--- config.mk ---
export PLATFORM = sky130hd
export DESIGN_NAME = i2c_eeprom_ctrl
export DESIGN_NICKNAME = d
export VERILOG_FILES = /design/src/rtl/i2c_eeprom_ctrl.sv
export SDC_FILE = /design/constraint.sdc
export NUM_CORES = 1
export LEC_CHECK = 0
export CORE_MARGIN = 2
export CORE_UTILIZATION = 45
export DETAILED_ROUTE_END_ITERATION = 16
export PLACE_DENSITY = 0.67
export SYNTH_ARGS = -nofsm -noshare
export SYNTH_HDL_FRONTEND = slang
export SYNTH_SLANG_ARGS = --single-unit
--- constraint.sdc ---
create_clock -name clk -period 5.4 [get_ports clk]
set_clock_uncertainty 0.05 [all_clocks]
set_input_delay 0.54 -clock clk [delete_from_list [all_inputs] [get_ports clk]]
set_output_delay 0.54 -clock clk [all_outputs]
set_load 0.01 [all_outputs]
--- src/rtl/i2c_eeprom_ctrl.sv ---
// Command sequencer for a 24Cxx-style EEPROM: turns one single-byte write or random-read
// command into start / byte-write / byte-read / stop primitives for the I2C byte PHY.
module i2c_eeprom_ctrl #(
  parameter logic [6:0]  DEV_ADDR   = 7'h50,
  parameter int          ADDR_BYTES = 2,
  parameter logic [15:0] TIMEOUT    = 16'd8191
) (
  input  logic        clk,
  input  logic        rst,
  input  logic        cmd_write,
  input  logic        cmd_read,
  input  logic [15:0] mem_addr,
  input  logic [7:0]  wr_data,
  output logic        busy,
  output logic        done,
  output logic        error,
  output logic [7:0]  rd_data,
  output logic        phy_start_req,
  output logic        phy_stop_req,
  output logic        phy_write_req,
  output logic        phy_read_req,
  input  logic        phy_ready,
  output logic        phy_master_ack,
  input  logic        phy_slave_ack,
  output logic [7:0]  phy_data_from_master,
  input  logic [7:0]  phy_data_from_slave
);

  typedef enum logic [3:0] {
    S_IDLE, S_START, S_DEVW, S_ADRH, S_ADRL, S_WDATA,
    S_RSTART, S_DEVR, S_RDATA, S_STOP, S_FIN
  } state_t;

  state_t      state_r, state_s;
  logic        wait_r, wait_s;
  logic        is_read_r, is_read_s;
  logic [15:0] addr_r, addr_s;
  logic [7:0]  wdata_r, wdata_s;
  logic        err_r, err_s;
  logic [15:0] cnt_r, cnt_s;
  logic        busy_r, busy_s;
  logic        done_r, done_s;
  logic        error_r, error_s;
  logic [7:0]  rd_data_r, rd_data_s;
  logic        start_r, start_s;
  logic        stop_r, stop_s;
  logic        write_r, write_s;
  logic        read_r, read_s;
  logic        mack_r, mack_s;
  logic [7:0]  dfm_r, dfm_s;
  logic        nack_s;

  assign busy                 = busy_r;
  assign done                 = done_r;
  assign error                = error_r;
  assign rd_data              = rd_data_r;
  assign phy_start_req        = start_r;
  assign phy_stop_req         = stop_r;
  assign phy_write_req        = write_r;
  assign phy_read_req         = read_r;
  assign phy_master_ack       = mack_r;
  assign phy_data_from_master = dfm_r;

  // State and output registers
  always_ff @(posedge clk or posedge rst) begin
    if (rst) begin
      state_r   <= S_IDLE;
      wait_r    <= 1'b0;
      is_read_r <= 1'b0;
      addr_r    <= 16'h0000;
      wdata_r   <= 8'h00;
      err_r     <= 1'b0;
      cnt_r     <= 16'd0;
      busy_r    <= 1'b0;
      done_r    <= 1'b0;
      error_r   <= 1'b0;
      rd_data_r <= 8'h00;
      start_r   <= 1'b0;
      stop_r    <= 1'b0;
      write_r   <= 1'b0;
      read_r    <= 1'b0;
      mack_r    <= 1'b0;
      dfm_r     <= 8'hFF;
    end else begin
      state_r   <= state_s;
      wait_r    <= wait_s;
      is_read_r <= is_read_s;
      addr_r    <= addr_s;
      wdata_r   <= wdata_s;
      err_r     <= err_s;
      cnt_r     <= cnt_s;
      busy_r    <= busy_s;
      done_r    <= done_s;
      error_r   <= error_s;
      rd_data_r <= rd_data_s;
      start_r   <= start_s;
      stop_r    <= stop_s;
      write_r   <= write_s;
      read_r    <= read_s;
      mack_r    <= mack_s;
      dfm_r     <= dfm_s;
    end
  end

  // Next-state and next-output logic; requests default low so they pulse for one cycle
  always_comb begin
    state_s   = state_r;
    wait_s    = wait_r;
    is_read_s = is_read_r;
    addr_s    = addr_r;
    wdata_s   = wdata_r;
    err_s     = err_r;
    cnt_s     = cnt_r;
    busy_s    = busy_r;
    done_s    = 1'b0;
    error_s   = 1'b0;
    rd_data_s = rd_data_r;
    start_s   = 1'b0;
    stop_s    = 1'b0;
    write_s   = 1'b0;
    read_s    = 1'b0;
    mack_s    = mack_r;
    dfm_s     = dfm_r;
    nack_s    = ~phy_slave_ack;

    case (state_r)
      S_IDLE: begin
        wait_s = 1'b0;
        // busy_r still high here means this is the done cycle; hold off one more clock
        if (!busy_r && (cmd_write || cmd_read)) begin
          state_s   = S_START;
          is_read_s = ~cmd_write;
          addr_s    = mem_addr;
          wdata_s   = wr_data;
          busy_s    = 1'b1;
        end else begin
          busy_s = 1'b0;
        end
      end
      S_FIN: begin
        done_s  = 1'b1;
        error_s = err_r;
        err_s   = 1'b0;
        wait_s  = 1'b0;
        state_s = S_IDLE;
      end
      default: begin
        if (!wait_r) begin
          wait_s = 1'b1;
          cnt_s  = 16'd0;
          case (state_r)
            S_START, S_RSTART: start_s = 1'b1;
            S_DEVW:  begin write_s = 1'b1; dfm_s = {DEV_ADDR, 1'b0}; end
            S_ADRH:  begin write_s = 1'b1; dfm_s = addr_r[15:8]; end
            S_ADRL:  begin write_s = 1'b1; dfm_s = addr_r[7:0]; end
            S_WDATA: begin write_s = 1'b1; dfm_s = wdata_r; end
            S_DEVR:  begin write_s = 1'b1; dfm_s = {DEV_ADDR, 1'b1}; end
            S_RDATA: begin read_s = 1'b1; mack_s = 1'b0; end
            S_STOP:  stop_s = 1'b1;
            default: state_s = S_IDLE;
          endcase
        end else if (phy_ready) begin
          wait_s = 1'b0;
          case (state_r)
            S_START: state_s = S_DEVW;
            S_DEVW: begin
              if (nack_s) begin
                err_s   = 1'b1;
                state_s = S_STOP;
              end else if (ADDR_BYTES == 1) begin
                state_s = S_ADRL;
              end else begin
                state_s = S_ADRH;
              end
            end
            S_ADRH: begin
              if (nack_s) begin
                err_s   = 1'b1;
                state_s = S_STOP;
              end else begin
                state_s = S_ADRL;
              end
            end
            S_ADRL: begin
              if (nack_s) begin
                err_s   = 1'b1;
                state_s = S_STOP;
              end else if (is_read_r) begin
                state_s = S_RSTART;
              end else begin
                state_s = S_WDATA;
              end
            end
            S_WDATA: begin
              err_s   = err_r | nack_s;
              state_s = S_STOP;
            end
            S_RSTART: state_s = S_DEVR;
            S_DEVR: begin
              if (nack_s) begin
                err_s   = 1'b1;
                state_s = S_STOP;
              end else begin
                state_s = S_RDATA;
              end
            end
            S_RDATA: begin
              rd_data_s = phy_data_from_slave;
              state_s   = S_STOP;
            end
            S_STOP:  state_s = S_FIN;
            default: state_s = S_IDLE;
          endcase
        end else if (cnt_r >= TIMEOUT - 16'd1) begin
          // PHY is unresponsive: skip the stop, it would hang the same way
          err_s   = 1'b1;
          wait_s  = 1'b0;
          state_s = S_FIN;
        end else begin
          cnt_s = cnt_r + 16'd1;
        end
      end
    endcase
  end

endmodule

==> metrics <==
grt ovf 0; layout cells sized above 1 19.0%; Post-synth EDFFs 0; Hold Path Class flop to flop; residual DRC count 0; most used cell, CP nor2_1; cts bufs inserted 9; Die Width between 90 and 100 um; yosys warns 0; synth unique cells 55; Final min period approximately 2.4 ns; clock slew at reported path FFs ~0.080 ns; Cells after DPL 461; Initial DRT Pass Iterations 4; setup bufs post-CTS 0; Bufs on Longest Clock Path 2; vias in the first global route between 2,000 and 3,000; busiest grt layer met2; Reg2Reg Depth 5; P&R area growth vs syn 26.0%; critical path cell sequence xor2_1, nor2_1, nor2_1, nor2_1, a41o_1; initial antenna violation count 0; n_diodes 0; Overall Global Routing Usage 19.4%; largest net degree at the start of global routing between 70 and 80; pre-CTS setup slack about 2.6 ns; Max Transition Viols Final 0; net count reported at finish 413; register bit total from synthesis 70; Critical Path Slowest Stage Cell dfrtp_1; ys async rst share 100%; Final Cycle Share roughly 45%; Final WS setup between 2 and 3 ns; Pwr per Cell Area 491 mW/mm2; critical path endpoint cnt_r[6]; Final ANT Viol Nets 0; Die Y just over 90 um; htree depth 3; Mapped Nets around 360; crit path from state_r[1]; mapped cell area 0.00340 mm2; CTS Hold Bufs 0; CTS tree built; Vias/cell approximately 5.5; Worst EP arrival between 2 and 3 ns; met2 GRT Util approximately 29%; Crit. End Element flop; Fmax slightly above 400 MHz; GP Congestion about 0.82; DP HPWL 5030 um; synthesized area per cell around 11 um2; reg2reg start state_r[1]; fin cells approximately 480; # clock sinks 70; Final Hold Viols 0; status completed; flop2flop setup slack about 3.0 ns; Worst path max stage delay between 0.8 and 0.9 ns; Pleak around 1.7 nW; Clock Latency Late Sink 0.35 ns; cells after synthesis around 320; Initial DRC Count between 100 and 150; via count between 2,000 and 3,000; Max Cap Viol 0; PortBufs 60; total negative setup slack 0 ns; Root Buffer clkbuf_8; Crit path required time around 5.6 ns; Cell Rows 31; final hold slack 0.430 ns; Post-synth top flop dfrtp_1; Crit Path Max Fanout 24; Slew headroom ~42%; RSZ-0062 raised after global routing no; M1 GR Usage between 20% and 30%; Routed WL around 7400 um; core area roughly 0.0073 mm2; first-pass GRT wire length 12,800 um; VDD IR max approximately 0.00025 V; Final setup viols 0; routed len/inst around 15 um; power consumption about 0.0021 W; WS Path Type flop to flop; PostCTS Resize Cnt 0; commonest cells after routing, fill and taps aside dfrtp_1 (62), clkdlybuf4s50_1 (60), mux2_2 (33); leading cell type in the layout, fill and taps excluded dfrtp_1; Initial Utilization between 40% and 50%; M3 GR Usage 5.23%; crit path launch type flop; Least-Margin Pin Slew 0.869 ns; register area share after synthesis 51.8%; # fillers 655; Die ar. 0.00827 mm2; worst r2r dst cnt_r[6]; I/O Pins 62
[cell type report]
type | count | area (um2) | share of cell area (%)
Clock buffer | 9 | 124 | 2.89
Clock inverter | 7 | 98.8 | 2.31
Inverter | 10 | 37.5 | 0.876
Multi-Input combinational cell | 219 | 1520 | 35.4
Sequential cell | 70 | 1760 | 41.1
Tap cell | 99 | 124 | 2.89
Timing Repair Buffer | 63 | 623 | 14.5
[worst max-delay path, delay by kind of cell (launching register included)]
kind | cells | cell delay [ns]
AOI/OAI and AO/OA | 1 | 0.27
xor gates and xnor gates | 1 | 0.26
DFF | 1 | 0.82
and+or+nand+nor | 3 | 0.93
[flip-flops by register name, indices dropped and copies added, names as in the netlist]
signal and flops:
addr_r 16, busy 1, cnt_r 16, done 1
err_r 1, error 1, is_read_r 1, phy_data_from_master 8
phy_read_req 1, phy_start_req 1, phy_stop_req 1, phy_write_req 1
rd_data 8, state_r 4, wait_r 1, wdata_r 8
[worst min path at each step]
stage	start	end	slack [ns]	cells past startpoint
after floorplan	phy_data_from_master[7]	phy_data_from_master[7]	0.42	2
after global placement	phy_data_from_master[7]	phy_data_from_master[7]	0.41	2
after detailed placement	phy_data_from_master[7]	phy_data_from_master[7]	0.42	2
after CTS	phy_data_from_master[7]	phy_data_from_master[7]	0.43	2
after global routing	phy_data_from_master[7]	phy_data_from_master[7]	0.46	2
final	phy_data_from_master[7]	phy_data_from_master[7]	0.43	2
[layer usage]
metal | wire length, um | share of wire, %
met2 | 3450 | 47
met4 | 90 | 1.2
met3 | 331 | 4.5
met5 | 0 | 0
met1 | 3480 | 47
[cells by family (layout without fill, tap and decap cells)]
| group | count (synthesis) | count (layout) | share of synthesized area [%] |
|---|---|---|---|
| buf+inv | 29 | 89 | 3.60 |
| other cells | 1 | 1 | 0.110 |
| xor+xnor | 9 | 9 | 2.32 |
| fa+ha+maj | 2 | 2 | 0.735 |
| flops | 70 | 70 | 51.8 |
| simple gates | 97 | 97 | 15.4 |
| mux | 35 | 35 | 11.5 |
| compound gates | 75 | 75 | 14.6 |
[Yosys cell counts (all sizes together), types with 3 or more instances]
cell | n | area [um2]
dfrtp | 62 | 1550
mux2 | 33 | 372
nand2 | 25 | 93.8
nor2 | 21 | 81.3
o21ai | 21 | 105
a21oi | 17 | 85.1
clkbuf | 12 | 45.0
nor3 | 12 | 65.1
inv | 10 | 37.5
dfstp | 8 | 210
xnor2 | 8 | 70.1
a22oi | 7 | 52.6
buf | 7 | 40.0
nor4 | 6 | 50.0
a22o | 5 | 43.8
nand2b | 5 | 31.3
nand3 | 5 | 25.0
nor2b | 5 | 31.3
o22ai | 5 | 31.3
nand4 | 4 | 25.0
or3 | 4 | 25.0
a211oi | 3 | 22.5
[through the flow]
stage / util [%] / cell area [um2]
final: 58.8 / 4290
after global routing: 58.8 / 4290
after CTS: 58.8 / 4290
after detailed placement: 55.7 / 4060
after global placement: 55.7 / 4060
after floorplan: - / 3400
[report_power, final]
part	switching (W)	total, W	internal [W]
logic	0.000362	0.000759	0.000397
registers	0.000167	0.000882	0.000714
clock network	0.000202	0.000464	0.000261
total	0.000732	0.00210	0.00137
Note: power is estimated with default switching activity, not from simulation.
